==> src/rtl/out_matrix_reader.sv <==
// out_matrix_reader
//   Snapshots the N x N result matrix on a start request and streams it out
//   one element per beat over a valid/ready handshake. Each beat carries the
//   element value and its byte address in the accumulator window
//   (OFFCET + row*N + col, truncated to 10 bits).
//
// Ports
//   clk        system clock, all state updates on posedge
//   rst        asynchronous active-low reset
//   all        live matrix from the accumulator, indexed [row][col]
//   start      one-cycle transfer request, honoured only when idle
//   col_major  order select sampled with start (0 row-major, 1 column-major)
//   out_ready  downstream accepts the current beat
//   out_data   element value of the current beat
//   out_addr   element address of the current beat
//   out_valid  beat present
//   out_last   current beat is the final element
//   busy       transfer in progress (start acceptance until done)
//   done       one-cycle pulse after the last beat is accepted
module out_matrix_reader #(
  parameter int unsigned BITS   = 8,
  parameter int unsigned N      = 8,
  parameter int unsigned OFFCET = 0
) (
  input  logic                           clk,
  input  logic                           rst,
  input  logic [N-1:0][N-1:0][BITS-1:0]  all,
  input  logic                           start,
  input  logic                           col_major,
  input  logic                           out_ready,
  output logic [BITS-1:0]                out_data,
  output logic [9:0]                     out_addr,
  output logic                           out_valid,
  output logic                           out_last,
  output logic                           busy,
  output logic                           done
);

  localparam int unsigned   CW       = (N > 1) ? $clog2(N) : 1;
  localparam logic [CW-1:0] LAST_IDX = CW'(N - 1);

  typedef enum logic [1:0] {
    IDLE = 2'd0,
    SEND = 2'd1,
    DONE = 2'd2
  } state_t;

  state_t                        state;
  logic [N-1:0][N-1:0][BITS-1:0] snap;
  logic [CW-1:0]                 row;
  logic [CW-1:0]                 col;
  logic [CW-1:0]                 nrow;
  logic [CW-1:0]                 ncol;
  logic                          cm;

  // Position of the element that follows the current one in the latched order.
  always_comb begin
    nrow = row;
    ncol = col;
    if (cm) begin
      if (row == LAST_IDX) begin
        nrow = '0;
        ncol = col + CW'(1);
      end else begin
        nrow = row + CW'(1);
      end
    end else begin
      if (col == LAST_IDX) begin
        ncol = '0;
        nrow = row + CW'(1);
      end else begin
        ncol = col + CW'(1);
      end
    end
  end

  // Outputs are loaded one beat ahead from the snapshot so every output is a
  // plain register; out_ready only steers which value gets loaded next.
  always_ff @(posedge clk or negedge rst) begin
    if (!rst) begin
      state     <= IDLE;
      snap      <= '0;
      row       <= '0;
      col       <= '0;
      cm        <= 1'b0;
      out_data  <= '0;
      out_addr  <= '0;
      out_valid <= 1'b0;
      out_last  <= 1'b0;
      busy      <= 1'b0;
      done      <= 1'b0;
    end else begin
      case (state)
        IDLE: begin
          if (start) begin
            snap      <= all;
            cm        <= col_major;
            row       <= '0;
            col       <= '0;
            out_data  <= all[0][0];
            out_addr  <= 10'(OFFCET);
            out_valid <= 1'b1;
            out_last  <= (N == 1);
            busy      <= 1'b1;
            state     <= SEND;
          end
        end
        SEND: begin
          if (out_ready) begin
            if (out_last) begin
              out_valid <= 1'b0;
              out_last  <= 1'b0;
              done      <= 1'b1;
              state     <= DONE;
            end else begin
              row      <= nrow;
              col      <= ncol;
              out_data <= snap[nrow][ncol];
              out_addr <= 10'(OFFCET + N * 32'(nrow) + 32'(ncol));
              out_last <= (nrow == LAST_IDX) && (ncol == LAST_IDX);
            end
          end
        end
        DONE: begin
          done  <= 1'b0;
          busy  <= 1'b0;
          state <= IDLE;
        end
        default: state <= IDLE;
      endcase
    end
  end

endmodule

==> config.mk <==
export PLATFORM = sky130hd
export DESIGN_NAME = out_matrix_reader
export DESIGN_NICKNAME = d
export VERILOG_FILES = /design/src/rtl/out_matrix_reader.sv
export SDC_FILE = /design/constraint.sdc
export NUM_CORES = 1
export LEC_CHECK = 0
export CAP_MARGIN = 20
export CORE_MARGIN = 3
export CORE_UTILIZATION = 35
export DETAILED_ROUTE_END_ITERATION = 8
export GPL_TIMING_DRIVEN = 0
export PLACE_DENSITY = 0.57
export SYNTH_ARGS = -nofsm -noshare
export SYNTH_HDL_FRONTEND = slang
export SYNTH_SLANG_ARGS = --single-unit
==> constraint.sdc <==
create_clock -name clk -period 3.6 [get_ports clk]
set_input_delay 0.9 -clock clk [delete_from_list [all_inputs] [get_ports clk]]
set_output_delay 0.9 -clock clk [all_outputs]
set_load 0.05 [all_outputs]
## Word-level counts from Yosys, hierarchy flattened

Cells that the tools add are included.

- Bits in registers: 543
- Output and inout bits: 22
- Input bits: 517
- Logic and storage cells: 142

- Equality and inequality tests: 10
- $lt $le $gt $ge: 2
- $add $sub $neg: 3
- Reductions and logical operators: 12
- Multiplexer cells: 41

Operator list:

| kind | count |
|---|---|
| binary-select mux 64 bit (select 3 bit) | 1 |
| two-way mux 64 bit | 1 |
| two-way mux 3 bit | 11 |
| two-way mux 8 bit | 4 |
| two-way mux 10 bit | 3 |
| binary-select mux 8 bit (select 3 bit) | 1 |
| case mux 10 bit (2 select lines) | 1 |
| case mux 8 bit (2 select lines) | 1 |
| equality test 3 bit, second input constant | 4 |
| case mux 3 bit (2 select lines) | 2 |
| AND reduction 3 bit | 3 |
| less-than comparator 3 x 4 -> 1 bit, second input constant | 2 |
| two-way mux 1 bit | 8 |
| != test 2 bit, second input constant | 4 |
| case mux 1 bit (2 select lines) | 4 |
| AND reduction 4 bit | 2 |
| adder 6 x 3 -> 7 bit | 1 |
| adder 3 x 1 -> 3 bit, second input constant | 2 |
| two-way mux 2 bit | 3 |
| nonzero test 2 bit | 3 |
| case mux 2 bit (2 select lines) | 1 |
| AND reduction 2 bit | 2 |
| equality test 2 x 1 -> 1 bit, second input constant | 1 |
| equality test 2 bit, second input constant | 1 |
| other kinds (2) | 2 |

## Longest topological paths before layout

Gate-level depths: netlist of run 1.

- Word-level depth: 10
- Depth in mapped cells: 14
- Depth with buffers taken out: 9

## Least setup slack after synthesis of run 1

No wires, ideal clock.

- Path type: register -> register
- Start: register col[1]
- End: register out_data[3]
- Setup time: 0.126 ns
- Stages on the path, launching flop included: 13
- Setup slack: 0.481 ns
- Data required time: 3.474 ns
- Arrival time: 2.993 ns
- Clock period less this slack: 3.119 ns
- Path buffers: 3
- Cells stage by stage: dfrtp_1 -> ha_1 -> ha_1 -> nor2_1 -> and2_0 -> clkbuf_1 -> o21ai_1 -> buf_2 -> buf_1 -> o22ai_1 -> nor4_1 -> nor4_1 -> a221o_1

- Word-level cells in the longest chain between the ends: 10
- Elaborated cells on any way between the ends: 14
- Classes of those cells: 1 x add/sub; 1 x eq/ne; 12 x mux

Ends and longest elaborated chain:

| item | line | text |
|---|---|---|
| start, declared | 51 | `logic [CW-1:0] col;` |
| start signal, assigned | 117 | `col <= ncol;` |
| equality test 3 bit | 68 | `if (col == LAST_IDX) begin` |
| two-way mux 3 bit | 68 |  |
| two-way mux 3 bit | 60 | `if (cm) begin` |
| binary-select mux 64 bit (select 3 bit) | 118 | `out_data <= snap[nrow][ncol];` |
| two-way mux 64 bit (not written as such) | 118 |  |
| binary-select mux 8 bit (select 3 bit) (*) | 118 |  |
| two-way mux 8 bit (not written as such) (*) | 118 |  |
| two-way mux 8 bit (*) | 110 | `if (out_last) begin` |
| two-way mux 8 bit (*) | 109 | `if (out_ready) begin` |
| case mux 8 bit (2 select lines) (*) | 93 | `case (state)` |
| end signal, assigned | 100 | `out_data <= all[0][0];` |
| end signal, assigned | 118 |  |
| end, declared | 31 | `output logic [BITS-1:0] out_data,` |

Every way passes the cells marked *; elsewhere a longest branch is shown, timed or not. The select of a mux whose other input is x is not followed.
A chain may end at the register's enable or synchronous reset.

## Worst setup path after layout of run 1

Same ends and word-level chain as after synthesis.

==> impl_results.md, run 1 <==
- Status: finished, violations left
- Failing checks: negative setup slack
- GRT Overall Usage: 0.348
- Register area share after synthesis: 0.486
- Hold Vio Cnt, Final: 0
- Worst EP required: around 4200 ps
- Wire per inst: approximately 35 um
- Antenna violations before repair: 6
- Worst Path Arrival: approximately 4300 ps
- RePlAce Congestion: 0.973
- Area share of the largest cell type after synthesis: 0.486
- Worst skew pair latency: 670 ps
- Yosys warns: 0
- DRT Pass-1 Iters: 6
- # H-tree levels: 2
- CTS root buf: clkbuf_16
- Final Skew: 28.3 ps
- Kind of critical path: reg -> reg
- Final setup violation count: 5
- Setup TNS: -179 ps
- Starting Density: 0.354
- DP HPWL: 114000 um
- DIE AREA: between 0.08 and 0.09 mm2
- Vias in the first global route: 25317
- Port buffer count: 534
- DR DRC count: 0
- Pins Over Slew Limit: 0
- Die width: 286 um
- Total power: ~32 mW
- Global route overflow: 0
- Commonest cells post-synth: 533 x dfrtp_1, 520 x mux2_2, 284 x nand2_1
- MaxCap Viol Count: 0
- Placed cells: 4056
- CTS Buffer Depth: 3
- RSZ-0062 raised after global routing: yes
- Share of layout cells above drive strength 1: 0.295
- Hold Buf Count CTS: 0
- Yosys reg bits: 533
- Setup ws final: -99.7 ps
- Row count: 102
- Slew headroom: 0.217
- CP startpoint kind: flop
- Most used DFF post-synth: dfrtp_1
- Area contributors post-synth: dfrtp_1 49%, mux2_2 21%, nand2_1 3.9%
- Final core occ: 0.484
- Post-synth ARST share: 1.00
- Worst hold slack: slightly below 200 ps
- Num CTS Buffers: 61
- I/O pins: 539
- Most common cell in the netlist: dfrtp_1
- First-pass GRT wire length: 200000 um
- Leak Pwr: 14.8 nW
- Mapped cell area: 0.0274 mm2
- Post-Syn Instances: roughly 2500
- ANT nets after route: 0
- Maximum vdd ir drop: 0.435 mV
- Core box area: 0.0776 mm2
- Peak fanout along the critical path: 10
- Crit end category: flop
- Final std cells w/o fill: between 4000 and 5000
- Post-synth EDFFs: 0
- Routed vias: 25596
- Final WL: approximately 150000 um
- Syn Area/Cell: 11.2 um2
- Period utilisation layout: 1.03
- Worst min-delay path category: in -> async
- Clk sink count: 533
- DRT iter0 DRCs: between 3000 and 4000
- CTS tree: done
- Chip Height: between 200 and 300 um
- F_max: 0.270 GHz
- Final-stage net count: approximately 3600
- Worst-path clk slew: ~60 ps
- Drt via density: 6.13
- Netlist cell types: just under 90
- Cell taking the most area after synthesis: dfrtp_1
- Largest net degree at the start of global routing: 120
- Worst slew pin tran: 1170 ps
- Power per cell area: 851 mW/mm2
- Min cycle time layout: 3700 ps
- Area Growth Syn to Fin: 36.9%
## path summary, 6_finish.rpt
path	startpoint	cells past startpoint	slack (ps)	endpoint
max	col[1]	11	-100	out_data[3]
min in group clk	snap[116]	1	500	snap[116]
min	rst	1	190	snap[215]
min reg2reg	snap[116]	1	500	snap[116]
max in group asynchronous	rst	4	1480	snap[88]
max reg2reg	col[1]	11	-100	out_data[3]
## where the power goes
part	internal (mW)	leakage (nW)	switching (mW)
registers	7.83	6.25	1.67
clock network	3.70	0.992	2.72
logic	5.88	7.57	10.1
total	17.4	14.8	14.5
## metrics by stage
stage	setup WS, ps	instance area (um2)
finish	-99.7	37500
global route	-95.7	37500
CTS	-123	37200
detailed placement	-1140	34500
global placement	-22580	34100
floorplan	481	27400
## state kept, by name, summed over array words and instances (netlist names)
register	cells
done	1
cm	1
out_last	1
snap	512
out_valid	1
col	2
row	2
out_addr	2
out_data	8
busy	1
state	2
## per-layer routing
layer / share of wire / global-route usage / vias to the layer above
met1: 0.40 / 0.464 / 13057
li1: - / - / 10543
met2: 0.44 / 0.545 / 1661
met4: 0.048 / 0.131 / 2
met3: 0.10 / 0.0901 / 333
met5: 0.000075 / 0 / -
## what timing repair did
action	in CTS	in global routing
pin swaps	6	10
cloned	0	0
buffers inserted	7	1
gates resized for setup	189	154
setup endpoints to repair	57	201
## critical path, cell delays in order (launching register included)
cell and delay, ps:
dfrtp_2 480, ha_1 220, ha_2 240, or3b_4 450, nand2_4 220, buf_4 340, buf_6 260, nand2_1 120
a31oi_4 330, o32ai_1 160, nor4_2 550, a221o_1 250
## layout make-up
cell class | instances | area (um2)
diodes | 2 | 5.00
plain buffers | 217 | 1290
clock buffers | 90 | 1780
clock inverters | 20 | 259
fillers | 7174 | 40100
inverters | 16 | 60.1
multi-input cells | 1689 | 13700
flip-flops and latches | 533 | 13300
well taps | 1040 | 1300
repair buffers | 568 | 5820
## placed cells by master (no fill, tap or decap), types with 9 or more instances in the layout
master / n
o22a_1: 15
buf_2: 27
nand2_1: 282
clkbuf_8: 14
clkbuf_2: 68
clkbuf_4: 22
nand3_1: 49
clkbuf_1: 55
a221oi_1: 14
inv_1: 14
mux2i_1: 31
a211oi_1: 61
mux2_2: 520
buf_6: 25
clkbuf_16: 61
nor2_1: 35
dfrtp_1: 530
o221ai_1: 73
a311oi_1: 17
a21oi_1: 28
o211ai_1: 24
nand2b_1: 9
buf_8: 12
a311oi_2: 10
a31oi_1: 36
o22ai_1: 70
o21ai_0: 79
and3_1: 70
buf_4: 46
nor4_1: 10
nor3_1: 12
clkdlybuf4s50_1: 533
o2111ai_1: 9
or3_1: 13
## kinds of logic (layout without fill, tap and decap cells)
group                      Yosys count  in the layout  share of synthesized area
DFF                                533            533                      0.486
AOI/OAI and AO/OA                  578            578                      0.153
adders and majority gates            4              4                    0.00182
and+or+nand+nor                    550            550                     0.0961
buffers and inverters              234            911                     0.0375
xor gates and xnor gates             2              2                   0.000639
muxes                              551            551                      0.225
other                                1              6                   0.000137
(Power assumes the default switching activity.)
==> inputs of run 2 (changes only) <==
- CAP_MARGIN: 20 -> 10
- CELL_PAD_IN_SITES_DETAIL_PLACEMENT: default -> 1
- CELL_PAD_IN_SITES_GLOBAL_PLACEMENT: default -> 2
- CORE_UTILIZATION: 35 -> 34
- PLACE_DENSITY: 0.57 -> 0.8
==> run 2 against run 1 <==
  * The flow still finishes with violations (negative setup slack)
  * Sequential share of layout area is 0.30 points lower
  * Final cell count increased by 0.41%
  * Clock skew grew 15 ps
  * Critical path depth rose by 2
  * Setup slack better by 16 ps
  * Via count rose by 1.5%
  * Largest power group unchanged
  * Highest routed layer unchanged
==> impl_results.md, run 2 (synthesis gave the netlist of run 1 again) <==
- Worst slew pin tran: 1280 ps (+106 ps)
- Combinational Power Share: 0.512 (+0.011)
- Min cycle time layout: 3680 ps (-16.3 ps)
- F_max: 0.271 GHz (+0.44%)
- Final setup violation count: 3 (-2)
- Reg-to-reg startpoint: col[0]
- Port buffer count: 534 (unchanged)
- Final WL: 158000 um (+7.3%)
- Most frequent cells in the layout: 533 x clkdlybuf4s50_1, 530 x dfrtp_1, 520 x mux2_2
- CP dominant cell by count: buf_8
- Starting Density: 0.345 (-0.00854)
- Clk sink count: 533 (unchanged)
- Share of layout cells above drive strength 1: 0.303 (+0.00813)
- Clock group share of total power: 0.199 (-0.002)
- Final-stage net count: 3609 (+0.055%)
- Core box area: 0.0795 mm2 (+2.5%)
- FILL cells: 8430 (+18%)
- Int Power: 17.8 mW (+1.9%)
- MaxCap Viol Count: 0 (unchanged)
- ANT nets after route: 0 (unchanged)
- Max reg flops: 512 (unchanged)
- Total power: 33.0 mW (+3.3%)
- Seq pwr share: 0.289 (-0.009)
- Largest net degree at the start of global routing: 104 (-13%)
- First-pass GRT wire length: 217000 um (+8.4%)
- DR DRC count: 0 (unchanged)
- Sw Ratio: 0.462 (+0.00718)
- Global route overflow: 0 (unchanged)
- Final std cells w/o fill: 4192 (+0.41%)
- Hold Vio Cnt, Final: 0 (unchanged)
- Placed Area: 0.0345 mm2 (-0.14%)
- DRT Pass-1 Iters: 5 (-1)
- DP HPWL: 121000 um (+5.7%)
- Wire per inst: 37.7 um (+6.9%)
- # H-tree levels: 2 (unchanged)
- RePlAce Congestion: 0.938 (-3.5%)
- Maximum vdd ir drop: 0.432 mV (-0.89%)
- GRT Overall Usage: 0.361 (+0.0130)
- Power per cell area: 871 mW/mm2 (+2.4%)
- I/O pins: 539 (unchanged)
- Period utilisation layout: 1.02 (-0.00452)
- Leak Pwr: 14.9 nW (+0.89%)
- CTS tree: done
- Worst min-delay path category: in -> async
- Die width: 290 um (+1.4%)
- Crit path launch: col[0]
- Vias in the first global route: 27421 (+8.3%)
- Largest registers: snap x512, out_data x8
- Crit end category: flop
- CTS Buffer Depth: 3 (unchanged)
- Chip Height: 290 um (+1.4%)
- Peak fanout along the critical path: 10 (unchanged)
- Bufs and invs on worst path: 4 (+2)
- Failing checks: negative setup slack
- Kind of critical path: reg -> reg
- Slew headroom: 0.146 (-0.0706)
- Placed cells: 4059 (+0.074%)
- DIE AREA: 0.0841 mm2 (+2.9%)
- Crit path cell chain: ha_1, ha_4, buf_6, and2b_1, o21ai_4, buf_12, buf_8, buf_8, o221ai_1, o211ai_1, o2111ai_2, o32a_1, o41ai_1
- Worst EP required: 4160 ps (-40 ps)
- Area Growth Syn to Fin: 38.0%
- Setup TNS: -125 ps (+53.5 ps)
- Crit path largest cell delay: 660 ps (+110 ps)
- Cell family with most CP delay: compound AO/OA/AOI/OAI gates
- Psw: 15.2 mW (+4.9%)
- Biggest register: snap
- Routed vias: 25977 (+1.5%)
- Final Skew: 42.8 ps (+14.5 ps)
- Worst-path clk slew: 70 ps (about the same)
- Leading cell type in the layout, fill and taps excluded: clkdlybuf4s50_1
- Worst Path Arrival: 4240 ps (-60 ps)
- Antenna violations before repair: 9 (+3)
- CP startpoint kind: flop
- Drt via density: 6.20 (+1.1%)
- DRT iter0 DRCs: 2711 (-13%)
- Pins Over Slew Limit: 0 (unchanged)
- Worst hold slack: 318 ps (+123 ps)
- Status: finished, violations left
- Row count: 103 (+0.98%)
- Hold Buf Count CTS: 0 (unchanged)
- Num CTS Buffers: 61 (unchanged)
- Worst skew pair latency: 670 ps (about the same)
- Crit-path slowest cell: o211ai_1
- CTS root buf: clkbuf_16
- Final instance area: 0.0379 mm2 (+0.86%)
- Setup ws final: -83.5 ps (+16.3 ps)
## run 2: area by class of cell
| type | instances | area [um2] | share of cell area |
|---|---|---|---|
| diodes | 4 | 10.0 | 0.000264 |
| plain buffers | 215 | 1400 | 0.0371 |
| multi-input cells | 1689 | 13800 | 0.365 |
| clock inverters | 25 | 318 | 0.00839 |
| clock buffers | 88 | 1750 | 0.0462 |
| well taps | 1050 | 1310 | 0.0347 |
| inverters | 16 | 60.1 | 0.00159 |
| repair buffers | 572 | 5840 | 0.154 |
| flip-flops and latches | 533 | 13300 | 0.352 |
## run 2: power groups by stage
stage	logic (mW)	clock network (mW)	registers, mW
2_1_floorplan	7.59	0	9.02
3_3_place_gp	14.2	0	9.41
3_5_place_dp	14.6	0	9.51
4_1_cts	15.6	6.61	9.44
5_1_grt	17.2	6.85	9.67
6_report	16.9	6.55	9.53
## run 2: final timing paths
| path | slack, ps | endpoint | cells past startpoint |
|---|---|---|---|
| min in group clk | 500 | snap[18] | 1 |
| setup / recovery | -80 | out_data[7] | 13 |
| hold reg to reg | 500 | snap[18] | 1 |
| hold / removal | 320 | snap[26] | 1 |
| max in group asynchronous | 1320 | snap[151] | 4 |
| setup reg to reg | -80 | out_data[7] | 13 |
## run 2: what timing repair did
item / 4_1_cts / 5_1_grt
setup endpoints to repair: 228 / 202
buffers inserted: 7 / 12
cloned: 0 / 0
gates resized for setup: 247 / 159
pin swaps: 12 / 19
## run 2: stage by stage
step / utilization / worst slack [ps]
after floorplan: - / 481
after detailed placement: 0.433 / -1460
final: 0.476 / -83.5
after CTS: 0.469 / -79.2
after global routing: 0.476 / -25.1
after global placement: 0.429 / -22690
## run 2: per-layer routing
layer / share of wire / vias up / GRT usage
met3: 0.087 / 396 / 0.0791
met4: 0.047 / 8 / 0.147
met2: 0.46 / 1494 / 0.579
li1: - / 10542 / -
met1: 0.41 / 13537 / 0.475
met5: 0.00022 / - / 0
==> inputs of run 3 (changes only) <==
- clock period: 3.6 -> 3.5 ns (I/O delays scaled with it)
==> run 3 against run 2 <==
  * The flow still finishes with violations (negative setup slack)
  * Sequential share of layout area shrank 0.11 points
  * Non-clock buffer count grew 10
  * Clock-buffer cell count is the same
  * Critical path type unchanged
  * First-iteration DRC count grew 0.66%
  * Highest routed layer unchanged
  * Register-to-register slack gained 60 ps
  * Clock skew grew 1.4 ps
  * Sequential power grew 2.8%
  * Die area is the same
  * Setup slack gained 63 ps
  * Routed wire length is essentially flat
==> impl_results.md, run 3 (synthesis gave the netlist of run 1 again) <==
- Status: finished, violations left
- Failing checks: negative setup slack
- Biggest register: snap
- Leading cell type in the layout, fill and taps excluded: clkdlybuf4s50_1
- DP HPWL: 121000 um (unchanged)
- Num CTS Buffers: 61 (unchanged)
- DRT iter0 DRCs: 2729 (+0.66%)
- Cell family with most CP delay: compound AO/OA/AOI/OAI gates
- GRT Overall Usage: 0.362 (about the same)
- I/O pins: 539 (unchanged)
- CP startpoint kind: flop
- Wire per inst: 37.6 um (-0.23%)
- Worst slew pin tran: 1350 ps (+73.0 ps)
- Crit-path slowest cell: a311oi_4
- Bufs and invs on worst path: 3 (-1)
- Multi-input logic area: 0.0138 mm2 (-0.21%)
- RSZ-0062 raised after global routing: yes
- Crit path cell chain: ha_2, ha_4, or3b_4, nand2_8, buf_6, buf_6, nand2_1, a311oi_4, a2111oi_2, buf_2, o32a_1, o41ai_2
- Share of layout cells above drive strength 1: 0.307 (+0.00444)
- Hold Vio Cnt, Final: 0 (unchanged)
- First-pass GRT wire length: 217000 um (about the same)
- F_max: 0.284 GHz (+4.6%)
- Routed vias: 26024 (+0.18%)
- Peak fanout along the critical path: 10 (unchanged)
- Kind of critical path: reg -> reg
- ANT nets after route: 0 (unchanged)
- Min cycle time layout: 3520 ps (-163 ps)
- Final-stage net count: 3619 (+0.28%)
- Most frequent cells in the layout: 533 x clkdlybuf4s50_1, 529 x dfrtp_1, 520 x mux2_2
- Clk sink count: 533 (unchanged)
- Final WL: 158000 um (about the same)
- CTS Buffer Depth: 3 (unchanged)
- DR DRC count: 0 (unchanged)
- Worst min-delay path category: in -> async
- FILL cells: 8411 (-0.23%)
- Crit end category: flop
- Die width: 290 um (unchanged)
- Antenna violations before repair: 6 (-3)
- # H-tree levels: 2 (unchanged)
- Worst skew pair latency: 670 ps (about the same)
- Global route overflow: 0 (unchanged)
- Worst slack at placement: -1560 ps (-100 ps)
- Drt via density: 6.19 (about the same)
- Area Growth Syn to Fin: 38.5%
- DRT Pass-1 Iters: 5 (unchanged)
- Slew headroom: 0.0977 (-0.0486)
- Chip Height: 290 um (unchanged)
- Max reg flops: 512 (unchanged)
- Maximum vdd ir drop: 0.447 mV (+3.5%)
- Core box area: 0.0795 mm2 (unchanged)
- Setup ws final: -20.8 ps (+62.6 ps)
- Total power: 34.1 mW (+3.5%)
- Vias in the first global route: 27466 (+0.16%)
- Power per cell area: 899 mW/mm2 (+3.2%)
- CTS tree: done
- CP dominant cell by count: buf_6
- CTS root buf: clkbuf_16
- Crit path largest cell delay: 600 ps (-60 ps)
- Worst-path clk slew: 70 ps (about the same)
- RePlAce Congestion: 0.938 (unchanged)
- Starting Density: 0.345 (unchanged)
- Largest registers: snap x512, out_data x8
- MaxCap Viol Count: 0 (unchanged)
- Final core occ: 0.478 (+0.00148)
- Port buffer count: 534 (unchanged)
- Sequential Area: 0.0133 mm2 (about the same)
- Largest net degree at the start of global routing: 104 (unchanged)
- Worst Path Arrival: 4090 ps (-150 ps)
- Period utilisation layout: 1.01 (-0.0172)
- Hold Buf Count CTS: 0 (unchanged)
- Worst EP required: 4070 ps (-90 ps)
- Pins Over Slew Limit: 0 (unchanged)
- Leak Pwr: 15.0 nW (+0.62%)
- DIE AREA: 0.0841 mm2 (unchanged)
- Final setup violation count: 3 (unchanged)
- Final Skew: 44.2 ps (+1.41 ps)
- Row count: 103 (unchanged)
[run 3: changes by cell type in the layout (fill, tap and decap cells not counted), moves of 3 or more]
cell,change
clkbuf_4,-9
buf_4,+13
clkbuf_1,-3
buf_12,+5
a2111oi_2,+3
a311oi_2,-3
clkbuf_2,+4
a31oi_1,+3
[run 3: cell type report]
| type | instances | area share |
|---|---|---|
| diodes | 3 | 0.000198 |
| plain buffers | 214 | 0.0386 |
| clock buffers | 88 | 0.0460 |
| clock inverters | 25 | 0.00837 |
| inverters | 16 | 0.00168 |
| multi-input cells | 1689 | 0.363 |
| flip-flops and latches | 533 | 0.351 |
| well taps | 1050 | 0.0346 |
| repair buffers | 583 | 0.156 |
[run 3: metal layers]
metal	wire, um	track usage	vias to the layer above
met3	13600	0.0730	386
met5	23	0	-
met1	64600	0.479	13577
met4	8130	0.155	4
li1	-	-	10560
met2	71900	0.577	1497
[run 3: metrics by stage]
step	cells	setup TNS [ps]	hold slack (ps)	instance area (um2)
after CTS	4180	-222	307	37500
after global routing	4199	-45.8	355	38000
final	4201	-48.8	286	38000
after global placement	4040	-	481	34100
after floorplan	2456	0	472	27400
after detailed placement	4059	-349830	491	34500
[run 3: what timing repair did]
action	in CTS	in global routing
setup endpoints to repair	312	285
buffers inserted	11	19
gates resized for setup	288	123
pin swaps	16	23
[run 3: report_power, final]
group / switching, mW / total, mW / internal (mW)
Combinational: 11.1 / 17.6 / 6.49
Sequential: 1.74 / 9.80 / 8.06
Clock: 2.84 / 6.75 / 3.91
Total: 15.7 / 34.1 / 18.5
[run 3: worst paths after layout]
kind / startpoint / slack, ps / end / depth (start not counted)
worst min register to register: snap[71] / 500 / snap[71] / 1
worst max register to register: col[1] / -20 / out_data[1] / 12
worst min-delay path: rst / 290 / snap[26] / 1
min in group clk: snap[71] / 500 / snap[71] / 1
worst max-delay path: col[1] / -20 / out_data[1] / 12
max in group asynchronous: rst / 1250 / snap[151] / 4
